==> src/rtl/digital_clock_cfg.sv <==
// hh:mm:ss time-of-day counter with a one-second prescaler, run/pause, checked time load,
// 12/24 h display, a minute-resolution alarm and registered rollover pulses.
module digital_clock_cfg #(
  parameter int TICK_DIV = 50_000_000,
  parameter int CNT_W    = $clog2(TICK_DIV) + 1
) (
  input  logic       clk,
  input  logic       rst,
  input  logic       run,
  input  logic       mode_12h,
  input  logic       load,
  input  logic [4:0] load_hr,
  input  logic [5:0] load_min,
  input  logic [5:0] load_sec,
  input  logic       alarm_en,
  input  logic [4:0] alarm_hr,
  input  logic [5:0] alarm_min,
  output logic [5:0] seconds,
  output logic [5:0] minutes,
  output logic [4:0] hours,
  output logic       pm,
  output logic       sec_pulse,
  output logic       min_pulse,
  output logic       hr_pulse,
  output logic       day_pulse,
  output logic       load_err,
  output logic       alarm_hit
);

  localparam logic [CNT_W-1:0] TICK_LAST = CNT_W'(TICK_DIV - 1);

  // Pulse vector bit order: {alarm_hit, load_err, day, hr, min, sec}
  localparam int P_SEC   = 0;
  localparam int P_MIN   = 1;
  localparam int P_HR    = 2;
  localparam int P_DAY   = 3;
  localparam int P_ERR   = 4;
  localparam int P_ALARM = 5;

  logic [CNT_W-1:0] presc_reg, presc_next;
  logic [5:0]       sec_reg, sec_next;
  logic [5:0]       min_reg, min_next;
  logic [4:0]       hr_reg, hr_next;
  logic [5:0]       pulse_reg, pulse_next;

  logic tick, load_ok;
  logic sec_wrap, min_wrap, hr_wrap;

  always_comb begin
    tick     = run && (presc_reg == TICK_LAST);
    load_ok  = load && (load_hr <= 5'd23) && (load_min <= 6'd59) && (load_sec <= 6'd59);
    sec_wrap = (sec_reg == 6'd59);
    min_wrap = sec_wrap && (min_reg == 6'd59);
    hr_wrap  = min_wrap && (hr_reg == 5'd23);

    presc_next = presc_reg;
    sec_next   = sec_reg;
    min_next   = min_reg;
    hr_next    = hr_reg;
    pulse_next = '0;

    if (load_ok) begin
      // A valid load swallows any coincident tick and emits no pulses.
      presc_next = '0;
      sec_next   = load_sec;
      min_next   = load_min;
      hr_next    = load_hr;
    end else begin
      pulse_next[P_ERR] = load;
      if (run)
        presc_next = tick ? '0 : presc_reg + 1'b1;
      if (tick) begin
        sec_next = sec_wrap ? 6'd0 : sec_reg + 6'd1;
        if (sec_wrap)
          min_next = min_wrap ? 6'd0 : min_reg + 6'd1;
        if (min_wrap)
          hr_next = hr_wrap ? 5'd0 : hr_reg + 5'd1;
        pulse_next[P_SEC] = 1'b1;
        pulse_next[P_MIN] = sec_wrap;
        pulse_next[P_HR]  = min_wrap;
        pulse_next[P_DAY] = hr_wrap;
        // Only the tick landing on ss==00 can match, so one hit per matching minute.
        pulse_next[P_ALARM] = alarm_en && sec_wrap &&
                              (hr_next == alarm_hr) && (min_next == alarm_min);
      end
    end
  end

  always_ff @(posedge clk or negedge rst) begin
    if (!rst) begin
      presc_reg <= '0;
      sec_reg   <= '0;
      min_reg   <= '0;
      hr_reg    <= '0;
      pulse_reg <= '0;
    end else begin
      presc_reg <= presc_next;
      sec_reg   <= sec_next;
      min_reg   <= min_next;
      hr_reg    <= hr_next;
      pulse_reg <= pulse_next;
    end
  end

  always_comb begin
    hours = hr_reg;
    if (mode_12h) begin
      if (hr_reg == 5'd0)
        hours = 5'd12;
      else if (hr_reg > 5'd12)
        hours = hr_reg - 5'd12;
    end
  end

  assign pm        = (hr_reg >= 5'd12);
  assign seconds   = sec_reg;
  assign minutes   = min_reg;
  assign sec_pulse = pulse_reg[P_SEC];
  assign min_pulse = pulse_reg[P_MIN];
  assign hr_pulse  = pulse_reg[P_HR];
  assign day_pulse = pulse_reg[P_DAY];
  assign load_err  = pulse_reg[P_ERR];
  assign alarm_hit = pulse_reg[P_ALARM];

endmodule

==> config.mk <==
export PLATFORM = sky130hd
export DESIGN_NAME = digital_clock_cfg
export DESIGN_NICKNAME = d
export VERILOG_FILES = /design/src/rtl/digital_clock_cfg.sv
export SDC_FILE = /design/constraint.sdc
export NUM_CORES = 1
export LEC_CHECK = 0
export CORE_MARGIN = 1.5
export CORE_UTILIZATION = 45
export CTS_CLUSTER_SIZE = 8
export DETAILED_ROUTE_END_ITERATION = 6
export GPL_ROUTABILITY_DRIVEN = 0
export HOLD_SLACK_MARGIN = 0.05
export PLACE_DENSITY = 0.8
export SLEW_MARGIN = 20
export SYNTH_ARGS = -nofsm -noshare
export SYNTH_HDL_FRONTEND = slang
export SYNTH_SLANG_ARGS = --single-unit
==> constraint.sdc <==
create_clock -name clk -period 4.32 [get_ports clk]
set_input_delay 0.864 -clock clk [delete_from_list [all_inputs] [get_ports clk]]
set_output_delay 0.864 -clock clk [all_outputs]
set_load 0.005 [all_outputs]
Yosys cells after proc, flatten, opt, wreduce, memory -nomap -nowiden
Cells that the tools add are included.
- word-level logic and storage cells: 57
- register bits: 50
- output and inout bits: 24
- input bits: 34
- muxes and demuxes: 24
- reduce and logical (&&, ||, !) cells: 12
- eq/ne operators: 6
- add/subtract/negate cells: 5
- order comparisons: 5
- operators by type and width (operator ; number):
    $mux W27 ; 3
    $mux W6 ; 10
    $mux W5 ; 9
    $add A27 B1 Y27 const B ; 1
    $eq A27 B26 Y1 const B ; 1
    $add A6 B1 Y6 const B ; 2
    $eq A6 B6 Y1 const B ; 2
    $le A6 B6 Y1 const B ; 2
    $logic_and A1 B1 Y1 ; 9
    $eq A6 B6 Y1 ; 1
    $add A5 B1 Y5 const B ; 1
    $eq A5 B5 Y1 ; 1
    $eq A5 B5 Y1 const B ; 1
    $ge A5 B4 Y1 const B ; 1
    $gt A5 B4 Y1 const B ; 1
    $le A5 B5 Y1 const B ; 1
    $logic_not A5 Y1 ; 1
    $sub A5 B4 Y5 const B ; 1
    $mux W4 ; 1
    $reduce_bool A2 Y1 ; 2
    $mux W1 ; 1

Longest topological paths before layout
Gate-level depths: netlist of run 1.
- depth in word-level cells: 12
- mapped depth: 8
- depth with buffers taken out: 8

Worst setup path before layout of run 1
Ideal clock, no wire load.
- kind: flip-flop to flip-flop
- start: reg sec_reg[0], in the netlist seconds[0]
- end: reg pulse_reg[5]
- period minus slack after synthesis: 2333 ps
- stages on the path, launching flop included: 9
- buffers on the path: 1
- setup slack: 1987 ps
- data arrival time: 2237 ps
- library setup time: 96 ps
- data required time: 4224 ps
- cells stage by stage: dfrtp_1 ha_1 nand4_2 or4_1 buf_2 mux2i_1 a2111oi_2 o2111ai_1 nor4_2
- word-level cells in the longest chain between the ends: 12
- elaborated cells on any way between the ends: 18
- classes of those cells: 3 x eq/ne; 10 x mux; 5 x reduce/logical
- RTL lines (what ; RTL line ; text):
    start: declaration ; 41 ; logic [5:0] sec_reg, sec_next;
    start signal: assignment ; 98 ; sec_reg <= sec_next;
    $eq A6 B6 Y1 (*) ; 52 ; sec_wrap = (sec_reg == 6'd59);
    $logic_and A1 B1 Y1 ; 53 ; min_wrap = sec_wrap && (min_reg == 6'd59);
    $logic_and A1 B1 Y1 ; 54 ; hr_wrap = min_wrap && (hr_reg == 5'd23);
    $mux W5 ; 77 ; hr_next = hr_wrap ? 5'd0 : hr_reg + 5'd1;
    $mux W5 ; 76 ; if (min_wrap)
    $mux W5 ; 72 ; if (tick) begin
    $mux W5 ; 62 ; if (load_ok) begin
    $eq A5 B5 Y1 ; 84 ; (hr_next == alarm_hr) && (min_next == alarm_min);
    $logic_and A1 B1 Y1 ; 83 ; pulse_next[P_ALARM] = alarm_en && sec_wrap &&
    $logic_and A1 B1 Y1 (*) ; 84 ;
    $mux W1 (*) ; 72 ;
    $mux W6 (*) ; 62 ;
    net pulse_next[5] ; 44 ; logic [5:0] pulse_reg, pulse_next;
    end signal: assignment ; 101 ; pulse_reg <= pulse_next;
    end: declaration ; 44 ;
The timed path passes the listed nets; every way through them passes the cells marked *. The select of a mux whose other input is x is not followed.
A chain may end at the register's enable or synchronous reset.

Worst setup path in the final report of run 1
- start: in mode_12h
- end: out hours[4]
- word-level cells in the longest chain between the ends: 1
- RTL lines (what ; RTL line ; text):
    start: declaration ; 10 ; input logic mode_12h,
    $mux W5 ; 107 ; if (mode_12h) begin
    end: declaration ; 20 ; output logic [4:0] hours,
Every way passes these cells.

==> flow_summary.yaml, run 1 <==
route:
  detail_route.iter0.violations: 168
  route.top_layer_used: "met4"
  post_drt_wl_per_cell_um: 15.01
  avgViaCountPerCell: 5.645
  routed-via-count: 2896
  drt_pass1_iterations: 5
  antenna_left: 0
  routed-wl-met2_um: 3805
  routed-wl-met3_um: 364
  met1_length_um: 3322
  routed_wirelength_um: 7701
  drc_errors: 0
clock_network:
  numCtsBuffers: 5
  cts_max_path_buffers: 2
  worst_setup_hold_path_clk_slew_ns: 0.09
  tritoncts_num_sinks: 50
  holdBufCountCts: 0
  cts-resized-gates: 0
  tritoncts: "built"
  clk-insertion-delay-late_ns: 0.31
  ctsRootBufferMaster: "sky130_fd_sc_hd__clkbuf_8"
  cts_post_setup_buffers_inserted: 0
  ctsHtreeMaxLevel: 2
worst_setup_path:
  worstReg2RegStart: "seconds[0]"
  cpPeakStageDelay_ns: 0.54
  worst_r2r_endpoint: "pulse_reg[5]"
  cpMostUsedCell: "sky130_fd_sc_hd__clkdlybuf4s50_1"
  r2r_worst_path_depth: 7
  timing.critical_path.from_type: "primary input"
  ff2ff_setup_slack_ns: 1.63
  worst_path_max_delay_cell: "sky130_fd_sc_hd__clkdlybuf4s50_1"
  critical_path_required_ns: 3.46
  critical_path_peak_fanout: 4
  worst_ep_arrival_time_ns: 2.44
  crit_path_start: "mode_12h"
  worstSetupEndpointType: "primary output"
  critical_path.cell_chain: "clkdlybuf4s50_1 > inv_1 > nor2_1 > nand2_1 > o31ai_1 > clkdlybuf4s50_1"
  path_class: "primary input to primary output"
sta:
  final_hold_viol_count: 0
  fin_worst_skew_ns: 0.01226
  finalCriticalPeriod_ns: 3.301
  final_worst_path_cycle_share_pct: 76.42
  tightestPinTransition_ns: 0.6437
  worst_slack_ns: 1.019
  setup_tns_ns: 0
  max_freq_mhz: 302.9
  unrepaired_setup_endpoints_after_global_routing: "no"
  maxSlewViolCount: 0
  number_of_endpoints_failing_setup_at_the_final_stage: 0
  slew_headroom_pct: 57.08
global_route:
  antenna_found_initial: 0
  grt_first_pass_wirelength_um: 12840
  grt_start_max_net_pins: 51
  global_route.overflow_total: 0
  grt_usage_pct: 21.59
  grt_pass1_vias: 2793
placed_design:
  dp.final_hpwl_um: 5765
  post-place-ws_ns: 1.017
  portBuffers: 57
hold_path:
  worstHoldPathType: "primary input to asynchronous set/reset pin"
logic_synthesis:
  synth_seq_area_share_pct: 39.39
  synthDominantAreaCellType: "sky130_fd_sc_hd__dfrtp_1"
  top_cells_by_area_synth: "sky130_fd_sc_hd__dfrtp_1 (39%), sky130_fd_sc_hd__nor2_1 (5.9%), sky130_fd_sc_hd__xor2_1 (5.5%), sky130_fd_sc_hd__nand2_1 (4.1%), sky130_fd_sc_hd__mux2i_1 (3.8%)"
  synth_cells: 363
  synth_edf_count: 0
  post_synth.cell_area_avg_um2: 8.752
  synthesis.yosys.warnings: 0
  synth-seq-cells: 50
  ys_async_sr_fraction_pct: 100.0
  postSynth.topFlopCell: "sky130_fd_sc_hd__dfrtp_1"
  synth.distinct_cells: 52
  netlist.area_leader.share_pct: 39.39
  synthesis.nets: 405
  synthesis.area_mm2: 0.003177
run_status:
  status: "complete, no violations"
layout:
  area_growth_syn_to_layout_pct: 23.51
  final_layout_size_suffix_gt1_share_pct: 4.556
  filler_cell_count: 607
  insertedDiodeCount: 0
  largest_reg_flops: 27
  num-nets-final: 459
job:
  cap_viol_max_count: 0
die:
  initial_core_util_pct: 46.76
  die_h_um: 87.02
  design.die.area_mm2: 0.007572
  floorplan.die.width_um: 87.02
  num_rows: 30
  floorplan.io_pins: 58
  floorplan.core_area_mm2: 0.006794
power_and_ir_drop:
  p_per_area_mw_per_mm2: 278.8
  p_leak_nw: 1.620
  ir_drop_mv: 0.2039
[routing by layer]
metal  up-vias  GRT usage (%)
met4         0          8.358
met5         -              0
met1      1376          26.97
met3        24          3.981
met2        92          36.93
li1       1404              -
[worst max-delay path: cells and delay by family]
kind | cells | cell delay, ns
buffers and inverters | 3 | 1.09
and+or+nand+nor | 2 | 0.28
AOI/OAI and AO/OA | 1 | 0.20
[layout by cell type, fill, tap and decap left out, drive strengths merged, types with 12 or more instances in the layout]
cell type / n
nand3: 20
o21ai: 23
nor2: 50
xor2: 20
nand4: 13
nand2: 35
mux2i: 12
dfrtp: 50
clkdlybuf4s50: 56
[layout make-up]
type / instances / area (um2) / share of cell area, %
Clock buffer: 6 / 72.57 / 1.849
Clock inverter: 1 / 7.507 / 0.1913
Inverter: 10 / 37.54 / 0.9566
Multi-Input combinational cell: 288 / 1829 / 46.62
Sequential cell: 50 / 1251 / 31.89
Tap cell: 96 / 120.1 / 3.061
Timing Repair Buffer: 62 / 605.6 / 15.43
[cells in the mapped netlist (6+ instances only)]
cell type                  number
sky130_fd_sc_hd__nor2_1        50
sky130_fd_sc_hd__o21ai_0       12
sky130_fd_sc_hd__ha_1           8
sky130_fd_sc_hd__clkbuf_1      13
sky130_fd_sc_hd__nand3_1       19
sky130_fd_sc_hd__xnor2_1       11
sky130_fd_sc_hd__xor2_1        20
sky130_fd_sc_hd__mux2i_1       12
sky130_fd_sc_hd__dfrtp_1       50
sky130_fd_sc_hd__inv_1         10
sky130_fd_sc_hd__a21oi_1       11
sky130_fd_sc_hd__o21ai_1       11
sky130_fd_sc_hd__and2_1        11
sky130_fd_sc_hd__a31oi_1        6
sky130_fd_sc_hd__nand4_1       12
sky130_fd_sc_hd__nand2_1       35
[cells by family after synthesis]
family	synth area share, %
simple gates	28.20
compound gates	13.90
flops	39.39
xor+xnor	8.547
buf+inv	3.033
mux	3.781
fa+ha+maj	3.151
[through the flow]
stage	hold slack (ns)	instances	util (%)	cell area [um2]	power [mW]
floorplan	0.4954	363	-	3177	0.6892
global placement	0.5232	506	56.54	3841	0.8227
detailed placement	0.5349	506	56.57	3844	0.8317
CTS	0.5546	513	57.75	3924	1.100
global route	0.5767	513	57.75	3924	1.159
finish	0.5539	513	57.75	3924	1.094
[where the power goes]
| group | switching [mW] | internal [mW] |
|---|---|---|
| logic | 0.132 | 0.148 |
| clock network | 0.159 | 0.111 |
| registers | 0.0493 | 0.494 |
| total | 0.340 | 0.754 |
[how the worst max path moves through the flow]
stage          slack, ns  cells past startpoint            to
6_report            1.02                      6      hours[4]
5_1_grt             0.89                      6      hours[4]
4_1_cts             1.01                      6      hours[4]
3_5_place_dp        1.02                      6      hours[4]
3_3_place_gp        1.08                      6      hours[4]
2_1_floorplan       1.99                      8  pulse_reg[5]
Note: power is estimated with default switching activity, not from simulation.
==> run 2: changes to the inputs <==
clock period = 3.3 ns   (was 4.32 ns; I/O delays follow)
==> run 2 against run 1 <==
Clock power is 90% higher; clock skew fell by 0.0041 ns; critical path depth is 1 higher; worst setup slack worse by 0.62 ns; register-to-register slack got worse by 1.0 ns.
==> flow_summary.yaml, run 2 (synthesized netlist as in run 1, its figures left out) <==
run_status:
  status: "complete, no violations"
worst_setup_path:
  worst_ep_arrival_time_ns: 2.24
  path_class: "flop to primary output"
  timing.critical_path.from_type: "flop"
  critical_path_peak_fanout: 7
  worstSetupEndpointType: "primary output"
  critical_path_required_ns: 2.64
die:
  initial_core_util_pct: 46.76
  floorplan.io_pins: 58
  die_h_um: 87.02
  design.die.area_mm2: 0.007572
  floorplan.core_area_mm2: 0.006794
  floorplan.die.width_um: 87.02
  num_rows: 30
sta:
  setup_tns_ns: 0
  fin_worst_skew_ns: 0.008192
  maxSlewViolCount: 0
  final_hold_viol_count: 0
  slew_headroom_pct: 47.31
  finalCriticalPeriod_ns: 2.905
  tightestPinTransition_ns: 0.7904
  finalHoldWorstSlack_ns: 0.4293
  unrepaired_setup_endpoints_after_global_routing: "no"
  number_of_endpoints_failing_setup_at_the_final_stage: 0
  final_worst_path_cycle_share_pct: 88.03
  max_freq_mhz: 344.2
layout:
  most_common_cell_after_layout_fill_and_taps_aside: "sky130_fd_sc_hd__clkdlybuf4s50_1"
  sequential_cell_area_mm2: 0.001251
  layout.cells.most_common_list: "sky130_fd_sc_hd__clkdlybuf4s50_1 (56), sky130_fd_sc_hd__nor2_1 (50), sky130_fd_sc_hd__dfrtp_1 (50), sky130_fd_sc_hd__nand2_1 (35), sky130_fd_sc_hd__xor2_1 (20)"
  final_layout_size_suffix_gt1_share_pct: 5.251
  num-nets-final: 460
  insertedDiodeCount: 0
  area_growth_syn_to_layout_pct: 25.48
  filler_cell_count: 616
  final_core_utilization_pct: 58.67
  multi_input_area_mm2: 0.001829
  largest_reg_flops: 27
route:
  routed_wirelength_um: 7692
  route.top_layer_used: "met4"
  detail_route.iter0.violations: 141
  routed-wl-met2_um: 3888
  routed-wl-met3_um: 415
  met1_length_um: 3224
  routed-via-count: 2909
  post_drt_wl_per_cell_um: 14.94
  antenna_left: 0
  drc_errors: 0
  avgViaCountPerCell: 5.649
  drt_pass1_iterations: 4
hold_path:
  worstHoldPathType: "primary input to asynchronous set/reset pin"
global_route:
  global_route.overflow_total: 0
  grt_start_max_net_pins: 37
  grt_usage_pct: 21.62
  grt_pass1_vias: 2848
  antenna_found_initial: 0
  grt_first_pass_wirelength_um: 12990
clock_network:
  cts-resized-gates: 0
  clk-insertion-delay-late_ns: 0.31
  worst_setup_hold_path_clk_slew_ns: 0.10
  tritoncts_num_sinks: 50
  cts_max_path_buffers: 2
  ctsRootBufferMaster: "sky130_fd_sc_hd__clkbuf_8"
  tritoncts: "built"
  cts_post_setup_buffers_inserted: 0
  numCtsBuffers: 5
  ctsHtreeMaxLevel: 2
  holdBufCountCts: 0
power_and_ir_drop:
  p_leak_nw: 1.655
  ir_drop_mv: 0.2224
  p_per_area_mw_per_mm2: 399.1
job:
  cap_viol_max_count: 0
placed_design:
  dp.final_hpwl_um: 5787
  portBuffers: 57
==> run 2: layer usage <==
| layer | up-vias | GRT usage (%) |
|---|---|---|
| met5 | - | 0 |
| met4 | 0 | 6.891 |
| met3 | 16 | 3.981 |
| met2 | 79 | 38.62 |
| met1 | 1401 | 26.20 |
| li1 | 1413 | - |
==> run 2: path summary, 6_finish.rpt <==
check                        startpoint  slack, ns             to  depth (start not counted)
setup / recovery              hr_reg[0]       0.40       hours[3]                          7
hold / removal                      rst       0.43  presc_reg[14]                          1
setup reg to reg             seconds[0]       0.60   pulse_reg[5]                          7
hold reg to reg            presc_reg[5]       0.56   presc_reg[5]                          2
max in group asynchronous           rst       2.17   pulse_reg[4]                          2
min in group clk           presc_reg[5]       0.56   presc_reg[5]                          2
==> run 2: power by group <==
group / leakage [nW] / total, mW / switching, mW / internal (mW)
sequential: 0.657 / 0.713 / 0.0656 / 0.647
combinational: 0.930 / 0.365 / 0.171 / 0.194
clock: 0.0683 / 0.514 / 0.210 / 0.304
==> run 2: final cells by class <==
| cell class | count | area share [%] |
|---|---|---|
| Clock buffer | 5 | 1.726 |
| Clock inverter | 3 | 1.726 |
| Inverter | 10 | 0.9416 |
| Multi-Input combinational cell | 288 | 45.89 |
| Sequential cell | 50 | 31.39 |
| Tap cell | 96 | 3.013 |
| Timing Repair Buffer | 63 | 15.32 |
==> run 2: worst max-delay path: stages (launching register included) <==
cell	delay, ns
sky130_fd_sc_hd__dfrtp_1	0.46
sky130_fd_sc_hd__inv_1	0.14
sky130_fd_sc_hd__ha_1	0.26
sky130_fd_sc_hd__a21oi_1	0.09
sky130_fd_sc_hd__o21ai_0	0.26
sky130_fd_sc_hd__nor2_1	0.06
sky130_fd_sc_hd__o21ai_0	0.15
sky130_fd_sc_hd__clkdlybuf4s50_1	0.51
==> run 2: stage by stage <==
| step | cells | worst slack, ns | area [um2] | power [mW] |
|---|---|---|---|---|
| floorplan | 363 | 0.9672 | 3177 | 0.9022 |
| global route | 515 | 0.2046 | 3986 | 1.681 |
| detailed placement | 507 | 0.4198 | 3849 | 1.088 |
| global placement | 507 | 0.4726 | 3849 | 1.076 |
| CTS | 515 | 0.3807 | 3986 | 1.603 |
| finish | 515 | 0.3951 | 3986 | 1.591 |
==> run 3: changes to the inputs <==
CORE_ASPECT_RATIO = 1.25   (was default)
==> run 3 against run 2 <==
Sequential cell count did not move; worst setup slack got worse by 0.085 ns; combinational power rose by 2%; first-iteration DRC count rose by 35%; largest cell class unchanged; register-to-register slack barely moved; non-clock buffer count rose by 3; sequential power barely moved; wire length rose by 4.5%; total power fell by 3.9%; clock skew barely moved.
==> flow_summary.yaml, run 3 (synthesized netlist as in run 1, its figures left out) <==
worst_setup_path:
  worstReg2RegStart: "seconds[0]"
  worst_r2r_endpoint: "pulse_reg[5]"
  timing.critical_path.to: "hours[3]"
  critical_path_peak_fanout: 7
  worstSetupEndpointType: "primary output"
  worst_ep_arrival_time_ns: 2.33
  ff2ff_setup_slack_ns: 0.61
  critical_path_required_ns: 2.64
  r2r_worst_path_depth: 7
  timing.critical_path.from_type: "flop"
  crit_path_start: "hr_reg[0]"
  path_class: "flop to primary output"
die:
  floorplan.io_pins: 58
  design.die.area_mm2: 0.007576
  floorplan.die.width_um: 78.15
  num_rows: 34
  floorplan.core_area_mm2: 0.006892
  die_h_um: 96.94
  initial_core_util_pct: 46.10
global_route:
  grt_first_pass_wirelength_um: 13570
  antenna_found_initial: 0
  grt_pass1_vias: 2896
  grt_start_max_net_pins: 37
  global_route.overflow_total: 0
  grt_usage_pct: 22.35
clock_network:
  ctsRootBufferMaster: "sky130_fd_sc_hd__clkbuf_8"
  numCtsBuffers: 5
  tritoncts: "built"
  cts_post_setup_buffers_inserted: 0
  tritoncts_num_sinks: 50
  ctsHtreeMaxLevel: 2
  worst_setup_hold_path_clk_slew_ns: 0.10
  holdBufCountCts: 0
  clk-insertion-delay-late_ns: 0.31
  cts-resized-gates: 0
  cts_max_path_buffers: 2
power_and_ir_drop:
  ir_drop_mv: 0.2153
  pwr-share-comb_pct: 24.3
  p_leak_nw: 1.652
  power.sequential.fraction_pct: 46.6
  power.net_switching_mw: 0.4603
  share_clk_of_total_power_pct: 29.1
  p_per_area_mw_per_mm2: 384.5
  internal-power_mw: 1.069
  p_sw_share_pct: 30.10
layout:
  most_common_cell_after_layout_fill_and_taps_aside: "sky130_fd_sc_hd__clkdlybuf4s50_1"
  insertedDiodeCount: 0
  final_layout_size_suffix_gt1_share_pct: 5.924
  num-nets-final: 463
  largest_reg_flops: 27
  area_growth_syn_to_layout_pct: 25.21
  layout.cells.most_common_list: "sky130_fd_sc_hd__clkdlybuf4s50_1 (56), sky130_fd_sc_hd__nor2_1 (50), sky130_fd_sc_hd__dfrtp_1 (50), sky130_fd_sc_hd__nand2_1 (35), sky130_fd_sc_hd__xor2_1 (20)"
job:
  cap_viol_max_count: 0
route:
  post_drt_wl_per_cell_um: 15.70
  routed_wirelength_um: 8036
  drc_errors: 0
  antenna_left: 0
  routed-via-count: 2936
  drt_pass1_iterations: 4
  detail_route.iter0.violations: 190
  avgViaCountPerCell: 5.734
sta:
  worst_slack_ns: 0.3104
  final_worst_path_cycle_share_pct: 90.59
  max_freq_mhz: 334.5
  maxSlewViolCount: 0
  unrepaired_setup_endpoints_after_global_routing: "no"
  slew_headroom_pct: 43.88
  final_hold_viol_count: 0
  number_of_endpoints_failing_setup_at_the_final_stage: 0
  finalCriticalPeriod_ns: 2.990
  tightestPinTransition_ns: 0.8419
  setup_tns_ns: 0
  fin_worst_skew_ns: 0.008383
run_status:
  status: "complete, no violations"
placed_design:
  portBuffers: 57
  post-place-ws_ns: 0.3985
  dp.final_hpwl_um: 6050
hold_path:
  worstHoldPathType: "primary input to asynchronous set/reset pin"
[run 3: changes by cell type in the layout (fill, tap and decap cells not counted)]
cell / delta
sky130_fd_sc_hd__bufinv_16: -1
sky130_fd_sc_hd__buf_4: +3
sky130_fd_sc_hd__clkinv_4: -1
sky130_fd_sc_hd__clkinvlp_4: +2
[run 3: final cells by class]
cell class	count	area [um2]
inverters	10	37.54
flip-flops and latches	50	1251
clock inverters	3	45.04
clock buffers	5	68.82
repair buffers	66	633.1
fillers	608	2914
multi-input cells	288	1829
well taps	90	112.6
[run 3: worst min path at each step]
stage                        from             to  slack (ns)  cells past startpoint
finish                        rst  presc_reg[11]        0.45                      1
global route                  rst  presc_reg[10]        0.51                      1
CTS                           rst   presc_reg[8]        0.47                      1
detailed placement  presc_reg[15]  presc_reg[15]        0.54                      2
global placement    presc_reg[15]  presc_reg[15]        0.52                      2
floorplan                     rst      hr_reg[0]        0.36                      0
[run 3: power groups by stage]
stage | clock [mW] | combinational, mW | sequential, mW
4_1_cts | 0.453 | 0.372 | 0.710
2_1_floorplan | 0 | 0.202 | 0.700
3_5_place_dp | 0 | 0.370 | 0.722
5_1_grt | 0.480 | 0.410 | 0.722
6_report | 0.445 | 0.372 | 0.712
3_3_place_gp | 0 | 0.361 | 0.721
[run 3: layer usage]
metal	wire (um)	GRT usage [%]	vias to the layer above	part of all wire (%)
met4	232	10.03	0	2.9
met1	3375	27.76	1405	42
li1	-	-	1414	-
met5	0	0	-	0
met3	370	3.019	16	4.6
met2	4058	38.19	101	50
[run 3: critical path, stage by stage, from the launching register on]
cell,delay (ns)
sky130_fd_sc_hd__dfrtp_1,0.47
sky130_fd_sc_hd__inv_1,0.14
sky130_fd_sc_hd__ha_1,0.26
sky130_fd_sc_hd__a21oi_1,0.09
sky130_fd_sc_hd__o21ai_0,0.31
sky130_fd_sc_hd__nor2_1,0.07
sky130_fd_sc_hd__o21ai_0,0.16
sky130_fd_sc_hd__clkdlybuf4s50_1,0.52
[run 3: metrics by stage]
| step | util, % | std cells | power (mW) | area, um2 | hold WS, ns |
|---|---|---|---|---|---|
| 4_1_cts | 57.72 | 512 | 1.535 | 3978 | 0.4686 |
| 5_1_grt | 57.72 | 512 | 1.612 | 3978 | 0.5058 |
| 3_5_place_dp | 56.06 | 504 | 1.092 | 3864 | 0.5412 |
| 3_3_place_gp | 56.06 | 504 | 1.083 | 3864 | 0.5222 |
| 2_1_floorplan | - | 363 | 0.9022 | 3177 | 0.3644 |
| 6_report | 57.72 | 512 | 1.529 | 3978 | 0.4527 |
